[src/rtl/vga_console_if.sv]
// Byte-stream input and VRAM write-port bundle for the text console.
// Handshake: a byte transfers on a rising clk edge where in_valid and in_ready are both 1; the producer holds in_data stable while in_valid waits.
interface vga_console_if;
  logic [7:0]  in_data;
  logic        in_valid;
  logic        in_ready;
  logic [10:0] vram_waddr;
  logic [7:0]  vram_wdata;
  logic        vram_we;
  logic [5:0]  cursor_col;
  logic [4:0]  cursor_row;
  logic [1:0]  dbg_state;

  modport master (
    output in_data, in_valid,
    input  in_ready, vram_waddr, vram_wdata, vram_we, cursor_col, cursor_row, dbg_state
  );

  modport slave (
    input  in_data, in_valid,
    output in_ready, vram_waddr, vram_wdata, vram_we, cursor_col, cursor_row, dbg_state
  );
endinterface

[src/rtl/vga_console.sv]
// Teletype-style text console: turns a byte stream into VRAM cell writes,
// handling cursor motion, line wrap, backspace and screen/line clears.
module vga_console #(
  parameter int         COLS  = 40,
  parameter int         ROWS  = 30,
  parameter logic [7:0] BLANK = 8'h20
) (
  input  logic          clk,
  input  logic          rst_n,
  vga_console_if.slave  bus
);

  typedef enum logic [1:0] {
    S_IDLE     = 2'd0,
    S_CLR_LINE = 2'd1,
    S_CLR_ALL  = 2'd2
  } state_t;

  localparam logic [10:0] COLS_A    = 11'(COLS);
  localparam logic [10:0] LAST_CELL = 11'(ROWS * COLS - 1);
  localparam logic [5:0]  LAST_COL  = 6'(COLS - 1);
  localparam logic [4:0]  LAST_ROW  = 5'(ROWS - 1);

  state_t      state_q, state_d;
  logic [5:0]  col_q, col_d;
  logic [4:0]  row_q, row_d;
  logic [10:0] row_base_q, row_base_d;
  logic [10:0] clr_addr_q, clr_addr_d;
  logic [10:0] clr_last_q, clr_last_d;
  logic        we_q, we_d;
  logic [10:0] waddr_q, waddr_d;
  logic [7:0]  wdata_q, wdata_d;
  logic        ready_q, ready_d;

  logic        accept;
  logic [4:0]  nl_row;
  logic [10:0] nl_base;
  logic [10:0] cur_addr;
  logic        printable;

  assign accept    = ready_q && bus.in_valid;
  assign cur_addr  = row_base_q + 11'(col_q);
  assign printable = (bus.in_data >= 8'h20) && (bus.in_data != 8'h7F);

  // Row base moves in COLS steps so no multiplier is needed for cell addresses.
  always_comb begin
    nl_row  = (row_q == LAST_ROW) ? 5'd0  : row_q + 5'd1;
    nl_base = (row_q == LAST_ROW) ? 11'd0 : row_base_q + COLS_A;
  end

  always_comb begin
    state_d    = state_q;
    col_d      = col_q;
    row_d      = row_q;
    row_base_d = row_base_q;
    clr_addr_d = clr_addr_q;
    clr_last_d = clr_last_q;
    we_d       = 1'b0;
    waddr_d    = waddr_q;
    wdata_d    = wdata_q;
    ready_d    = ready_q;

    case (state_q)
      S_IDLE: begin
        if (accept) begin
          if (bus.in_data == 8'h0A || (printable && col_q == LAST_COL)) begin
            col_d      = 6'd0;
            row_d      = nl_row;
            row_base_d = nl_base;
            clr_addr_d = nl_base;
            clr_last_d = nl_base + COLS_A - 11'd1;
            state_d    = S_CLR_LINE;
            ready_d    = 1'b0;
          end
          if (printable) begin
            we_d    = 1'b1;
            waddr_d = cur_addr;
            wdata_d = bus.in_data;
            if (col_q != LAST_COL) col_d = col_q + 6'd1;
          end else if (bus.in_data == 8'h0D) begin
            col_d = 6'd0;
          end else if (bus.in_data == 8'h08) begin
            if (col_q != 6'd0) begin
              col_d   = col_q - 6'd1;
              we_d    = 1'b1;
              waddr_d = cur_addr - 11'd1;
              wdata_d = BLANK;
            end
          end else if (bus.in_data == 8'h0C) begin
            col_d      = 6'd0;
            row_d      = 5'd0;
            row_base_d = 11'd0;
            clr_addr_d = 11'd0;
            clr_last_d = LAST_CELL;
            state_d    = S_CLR_ALL;
            ready_d    = 1'b0;
          end
        end
      end
      S_CLR_LINE, S_CLR_ALL: begin
        we_d    = 1'b1;
        waddr_d = clr_addr_q;
        wdata_d = BLANK;
        if (clr_addr_q == clr_last_q) begin
          state_d = S_IDLE;
          ready_d = 1'b1;
        end else begin
          clr_addr_d = clr_addr_q + 11'd1;
        end
      end
      default: begin
        state_d = S_CLR_ALL;
        ready_d = 1'b0;
      end
    endcase
  end

  // Reset lands in CLR_ALL so the screen is wiped before the first byte is taken.
  always_ff @(posedge clk or negedge rst_n) begin
    if (!rst_n) begin
      state_q    <= S_CLR_ALL;
      col_q      <= 6'd0;
      row_q      <= 5'd0;
      row_base_q <= 11'd0;
      clr_addr_q <= 11'd0;
      clr_last_q <= LAST_CELL;
      we_q       <= 1'b0;
      waddr_q    <= 11'd0;
      wdata_q    <= 8'd0;
      ready_q    <= 1'b0;
    end else begin
      state_q    <= state_d;
      col_q      <= col_d;
      row_q      <= row_d;
      row_base_q <= row_base_d;
      clr_addr_q <= clr_addr_d;
      clr_last_q <= clr_last_d;
      we_q       <= we_d;
      waddr_q    <= waddr_d;
      wdata_q    <= wdata_d;
      ready_q    <= ready_d;
    end
  end

  assign bus.in_ready   = ready_q;
  assign bus.vram_we    = we_q;
  assign bus.vram_waddr = waddr_q;
  assign bus.vram_wdata = wdata_q;
  assign bus.cursor_col = col_q;
  assign bus.cursor_row = row_q;
  assign bus.dbg_state  = state_q;

endmodule

[src/flat_wrapper.sv]
// flat-port wrapper written by rule: the top's interface ports become plain ports
module vga_console_flat 
#(
  parameter int         COLS  = 40,
  parameter int         ROWS  = 30,
  parameter logic [7:0] BLANK = 8'h20
)
  (clk, rst_n, bus_in_data, bus_in_valid, bus_in_ready, bus_vram_waddr, bus_vram_wdata, bus_vram_we, bus_cursor_col, bus_cursor_row, bus_dbg_state);
  vga_console_if bus_i ();
  input  logic clk;
  input  logic rst_n;
  input wire logic [$bits(bus_i.in_data)-1:0] bus_in_data;
  input wire logic [$bits(bus_i.in_valid)-1:0] bus_in_valid;
  output wire logic [$bits(bus_i.in_ready)-1:0] bus_in_ready;
  output wire logic [$bits(bus_i.vram_waddr)-1:0] bus_vram_waddr;
  output wire logic [$bits(bus_i.vram_wdata)-1:0] bus_vram_wdata;
  output wire logic [$bits(bus_i.vram_we)-1:0] bus_vram_we;
  output wire logic [$bits(bus_i.cursor_col)-1:0] bus_cursor_col;
  output wire logic [$bits(bus_i.cursor_row)-1:0] bus_cursor_row;
  output wire logic [$bits(bus_i.dbg_state)-1:0] bus_dbg_state;
  assign bus_i.in_data = bus_in_data;
  assign bus_i.in_valid = bus_in_valid;
  assign bus_in_ready = bus_i.in_ready;
  assign bus_vram_waddr = bus_i.vram_waddr;
  assign bus_vram_wdata = bus_i.vram_wdata;
  assign bus_vram_we = bus_i.vram_we;
  assign bus_cursor_col = bus_i.cursor_col;
  assign bus_cursor_row = bus_i.cursor_row;
  assign bus_dbg_state = bus_i.dbg_state;
  vga_console #(.COLS(COLS), .ROWS(ROWS), .BLANK(BLANK)) u_core (.clk(clk), .rst_n(rst_n), .bus(bus_i));
endmodule
[config.mk]
export PLATFORM = sky130hd
export DESIGN_NAME = vga_console_flat
export DESIGN_NICKNAME = d
export VERILOG_FILES = /design/src/rtl/vga_console_if.sv /design/src/rtl/vga_console.sv /design/src/flat_wrapper.sv
export SDC_FILE = /design/constraint.sdc
export NUM_CORES = 1
export LEC_CHECK = 0
export CAP_MARGIN = 20
export CORE_AREA = 2 2 97 99
export CTS_CLUSTER_SIZE = 30
export DETAILED_ROUTE_END_ITERATION = 16
export DIE_AREA = 0 0 99 101
export GPL_TIMING_DRIVEN = 0
export PLACE_DENSITY = 0.75
export SETUP_SLACK_MARGIN = 0.4
export SLEW_MARGIN = 20
export SYNTH_ARGS = -nofsm -noshare
export SYNTH_HDL_FRONTEND = slang
export SYNTH_SLANG_ARGS = --single-unit
[constraint.sdc]
create_clock -name clk -period 4.65 [get_ports clk]
set_clock_uncertainty 0.05 [all_clocks]
set_input_delay 0.93 -clock clk [delete_from_list [all_inputs] [get_ports clk]]
set_output_delay 0.93 -clock clk [all_outputs]
set_load 0.1 [all_outputs]
==> results.md <==
- The total power draw is 0.00111 W.
- The sort of element at the end of the critical path is a primary output.
- Setup slack on the worst reg-to-reg path comes out at 1670 ps.
- The first global-routing pass estimated 22.8 mm of wire.
- By area the synthesized netlist is led by sky130_fd_sc_hd__dfrtp_1 31%, sky130_fd_sc_hd__xnor2_1 5.7%, sky130_fd_sc_hd__nand2_1 5.3%, sky130_fd_sc_hd__ha_1 4.4%, sky130_fd_sc_hd__dfstp_2 4.4%.
- The count of hold buffers inserted by post-cts repair is 0.
- Counting both buffers and inverters, the worst setup path holds a total of 1.
- The tree is rooted in a sky130_fd_sc_hd__clkbuf_8.
- The setup path with the least slack is of type register to primary output.
- The worst pin sits at a relative slew slack of 34.6%.
- The area share of the largest cell type after synthesis is 30.8%.
- The number of enable flip-flop cells after synthesis is 0.
- The launch instance of the worst register-to-register path is u_core.bus.cursor_col[0]$_DFFE_PN0P_.
- The number of global-route vias before repair is 4326.
- For this design the top-level I/O count stands at 45.
- Once placement finished, the instance area stood at 0.00539 mm².
- The switching share of power is 24.0%.
- The most frequent standard cell in the layout excluding fill and tap cells is sky130_fd_sc_hd__nand2_1.
- The initial antenna violation count came to 0.
- The endpoint of the worst setup timing path is bus_cursor_col[1].
- The clock drives 67 sinks.
- The worst hold slack after final layout is 386 ps.
- In this run the remaining antenna-violating nets after routing total 0.
- The cell count after synthesis came out at 559.
- The largest total area in the synthesized netlist belongs to sky130_fd_sc_hd__dfrtp_1.
- The total of cells resized after clock tree synthesis is 0.
- The core area is 0.00898 mm².
- The worst-margin pin slew is 977 ps.
- For the worst-skew pair, the clock arrives at the later sink with an insertion delay of 350 ps.
- The async set-or-reset flop fraction in the synthesized netlist is 100%.
- Of the cells placed in the final design, the portion with a size suffix greater than 1 is 8.87%.
- During placement, the flow inserted port buffers numbering 44.
- The total nets after synthesis is 588.
- The combinational power share is 3.4%.
- The logic depth of the worst setup path including buffers is 1.
- The post-synthesis cell type count is 75.
- The count of cells along the worst register-to-register path is 8.
- The chip width is 99 µm.
- Walking the worst path, the cells encountered are clkdlybuf4s50_1.
- In the routed design, unresolved DRC markers number 0.
- The pin count of the biggest net entering global routing is 52.
- The required time at the endpoint of the critical path is 3670 ps.
- The post-synthesis register bit count is 67.
- Cell internal power was estimated by the tool at 0.000844 W.
- Setup violations remaining at the end of the flow were counted as 0.
- For this block, the via count after detailed routing is 4671.
- The minimum period implied by the final worst setup slack is 3120 ps.
- The path class of the tightest hold or removal check is input port to asynchronous set/reset pin.
- The timing startpoint of the critical path is u_core.bus.cursor_col[1]$_DFFE_PN0P_.
- The starting DRC count in detailed routing is 392.
- Registers are responsible for 52.5% of the overall power.
- Static timing analysis puts the maximum clock frequency at 320 MHz.
- The number of buffers created by CTS is 9.
- Clock-pin slew was measured on the worst setup and hold paths at 80 ps.
- The cell with the biggest individual delay on the critical path is sky130_fd_sc_hd__clkdlybuf4s50_1.
- The row count is 35.
- The switching power is 0.000267 W.
- The area added between synthesis and finish is 16.7%.
- The element type at the critical path start is a register.
- With fillers left out, the area of the finished cells amounts to 0.00559 mm².
- The mapped netlist covers 0.00479 mm².
- The run finished with clean final reports.
- The number of post-CTS setup repair buffers is 0.
- The number of antenna diodes in the final layout is 0.
- The full die area is 0.0100 mm².
- The worst register-to-register path ends at u_core.bus.vram_waddr[5]$_DFFE_PN0P_.
- The final sum of negative setup slack is 0 ps.
- The count of cells in the finished layout, fillers not included, comes to 731.
- Once the floorplan was initialized, standard cells occupied 53.3% of the core.
- The leakage power summed over all cells is 2.35 nW.
- The clock network accounts for 44.1% of the total power.
- The final RePlAce weighted congestion is 1.02.
- The worst-case IR drop observed on VDD is 0.131 mV.
- In the final design database the tool counted 644 nets.
- After detailed routing, the average wire length per cell comes to 19.3 µm.
- TritonCTS built the clock tree.
- After global routing the overflow that remains totals 0.
- Along the worst path, the maximum fanout reaches 9.
- The synthesized area per cell is 8.56 µm².
- The Yosys warning count is 0.
- The wire-length estimate of the detail-placed layout is 10.4 mm.
- The all-layer global routing usage is 29.0%.
- The die boundary height is 101 µm.
- The critical path's top delay family is buffers and inverters.
- The number of buffers on the longest clock path is 2.
- Sequential elements use 35.2% of the synthesized area.
- In this run the power density over the cells is 199 mW/mm².
- The post-placement cell count is 715.
- The max-slew violation count came to 0.
- The leading register cell type out of synthesis is sky130_fd_sc_hd__dfrtp_1.
- The number of optimization iterations in the first detailed-route pass is 7.
- After detailed routing, the number of vias per cell comes to 6.39.
- Setup repair after global routing left no endpoint under its margin.
- The arrival time of data at the critical path endpoint is 2140 ps.
- In the layout the commonest cells are 68 x sky130_fd_sc_hd__nand2_1, 59 x sky130_fd_sc_hd__dfrtp_1, 43 x sky130_fd_sc_hd__clkdlybuf4s50_1, 38 x sky130_fd_sc_hd__nor2_1, 38 x sky130_fd_sc_hd__a21oi_1.
- The part of the cycle the worst path needs is 67.1%.
- The final hold violation count is 0.
- The H-tree generated during clock tree synthesis spans 3 levels.
- For this run, the slowest stage of the critical path takes 1210 ps.
- Wires add up to 14.1 mm.
- The max capacitance violation total is 0.
## synthesized netlist by cell type, types with 3 or more instances
cell type and instances:
sky130_fd_sc_hd__a31oi_1 7, sky130_fd_sc_hd__nand2_1 68, sky130_fd_sc_hd__or3_1 5, sky130_fd_sc_hd__clkbuf_1 20, sky130_fd_sc_hd__a22o_1 10, sky130_fd_sc_hd__a21oi_1 38
sky130_fd_sc_hd__o22ai_1 8, sky130_fd_sc_hd__nand3b_1 3, sky130_fd_sc_hd__inv_1 19, sky130_fd_sc_hd__a211oi_1 4, sky130_fd_sc_hd__o211ai_1 5, sky130_fd_sc_hd__nand3_1 28
sky130_fd_sc_hd__a211o_1 8, sky130_fd_sc_hd__nand2b_1 6, sky130_fd_sc_hd__nand4_1 13, sky130_fd_sc_hd__nor2_1 38, sky130_fd_sc_hd__o31ai_1 4, sky130_fd_sc_hd__mux2i_1 5
sky130_fd_sc_hd__nor3b_1 11, sky130_fd_sc_hd__ha_1 17, sky130_fd_sc_hd__o21a_1 4, sky130_fd_sc_hd__xor2_1 6, sky130_fd_sc_hd__dfstp_2 8, sky130_fd_sc_hd__nor3_1 12
sky130_fd_sc_hd__o32ai_1 3, sky130_fd_sc_hd__dfrtp_1 59, sky130_fd_sc_hd__and3_1 9, sky130_fd_sc_hd__buf_2 9, sky130_fd_sc_hd__and2_1 6, sky130_fd_sc_hd__nor2b_1 4
sky130_fd_sc_hd__o21ai_0 29, sky130_fd_sc_hd__a21o_1 3, sky130_fd_sc_hd__xnor2_1 31
## kinds of logic after synthesis
logic type / share of synthesized area [%]
simple gates: 24.5
compound gates: 23.5
flops: 35.2
buf+inv: 4.16
xor+xnor: 6.77
fa+ha+maj: 4.86
mux: 1.05
## layer usage
| metal | GRT usage [%] | part of all wire (%) | vias up |
|---|---|---|---|
| met2 | 44.8 | 45 | 234 |
| met5 | 0 | 0 | - |
| li1 | - | - | 2165 |
| met4 | 11.5 | 3.4 | 0 |
| met1 | 41.7 | 44 | 2236 |
| met3 | 3.19 | 7.4 | 36 |
## metrics by stage
step	utilization, %	worst slack (ps)
floorplan	-	1490
global placement	59.8	317
detailed placement	60.1	1230
CTS	62.2	1540
global route	62.2	1450
finish	62.2	1530
## area by class of cell
class                      count  area [µm²]
sequential                    67        1690
clock inverter                 6        66.3
tap                          111         139
multi-input combinational    443        2900
timing repair buffer          45         465
fill                         795        3390
inverter                      19        71.3
buffer                        30         128
clock buffer                  10         128
## worst min path at each step
stage                                           end  slack, ps
2_1_floorplan      u_core.clr_last_q[6]$_DFFE_PN0P_        420
3_3_place_gp   u_core.bus.vram_wdata[3]$_DFFE_PN0P_        400
3_5_place_dp   u_core.bus.vram_wdata[0]$_DFFE_PN0P_        410
4_1_cts        u_core.bus.vram_wdata[1]$_DFFE_PN0P_        390
5_1_grt        u_core.bus.vram_wdata[1]$_DFFE_PN0P_        410
6_report       u_core.bus.vram_wdata[1]$_DFFE_PN0P_        390
## state kept, by name, summed over array words and instances (netlist names), 2 cells and up
register               flops
u_core.clr_addr_q         11
u_core.bus.dbg_state       2
u_core.bus.cursor_row      5
u_core.row_base_q         11
u_core.clr_last_q         11
u_core.bus.vram_wdata      8
u_core.bus.cursor_col      6
u_core.bus.vram_waddr     11
## power groups by stage
stage	combinational, W	sequential [W]	clock (W)
2_1_floorplan	0.00000821	0.000594	0
3_3_place_gp	0.0000353	0.000594	0
3_5_place_dp	0.0000382	0.000594	0
4_1_cts	0.0000385	0.000583	0.000497
5_1_grt	0.0000424	0.000582	0.000523
6_report	0.0000381	0.000583	0.000490
(Power assumes the default switching activity.)
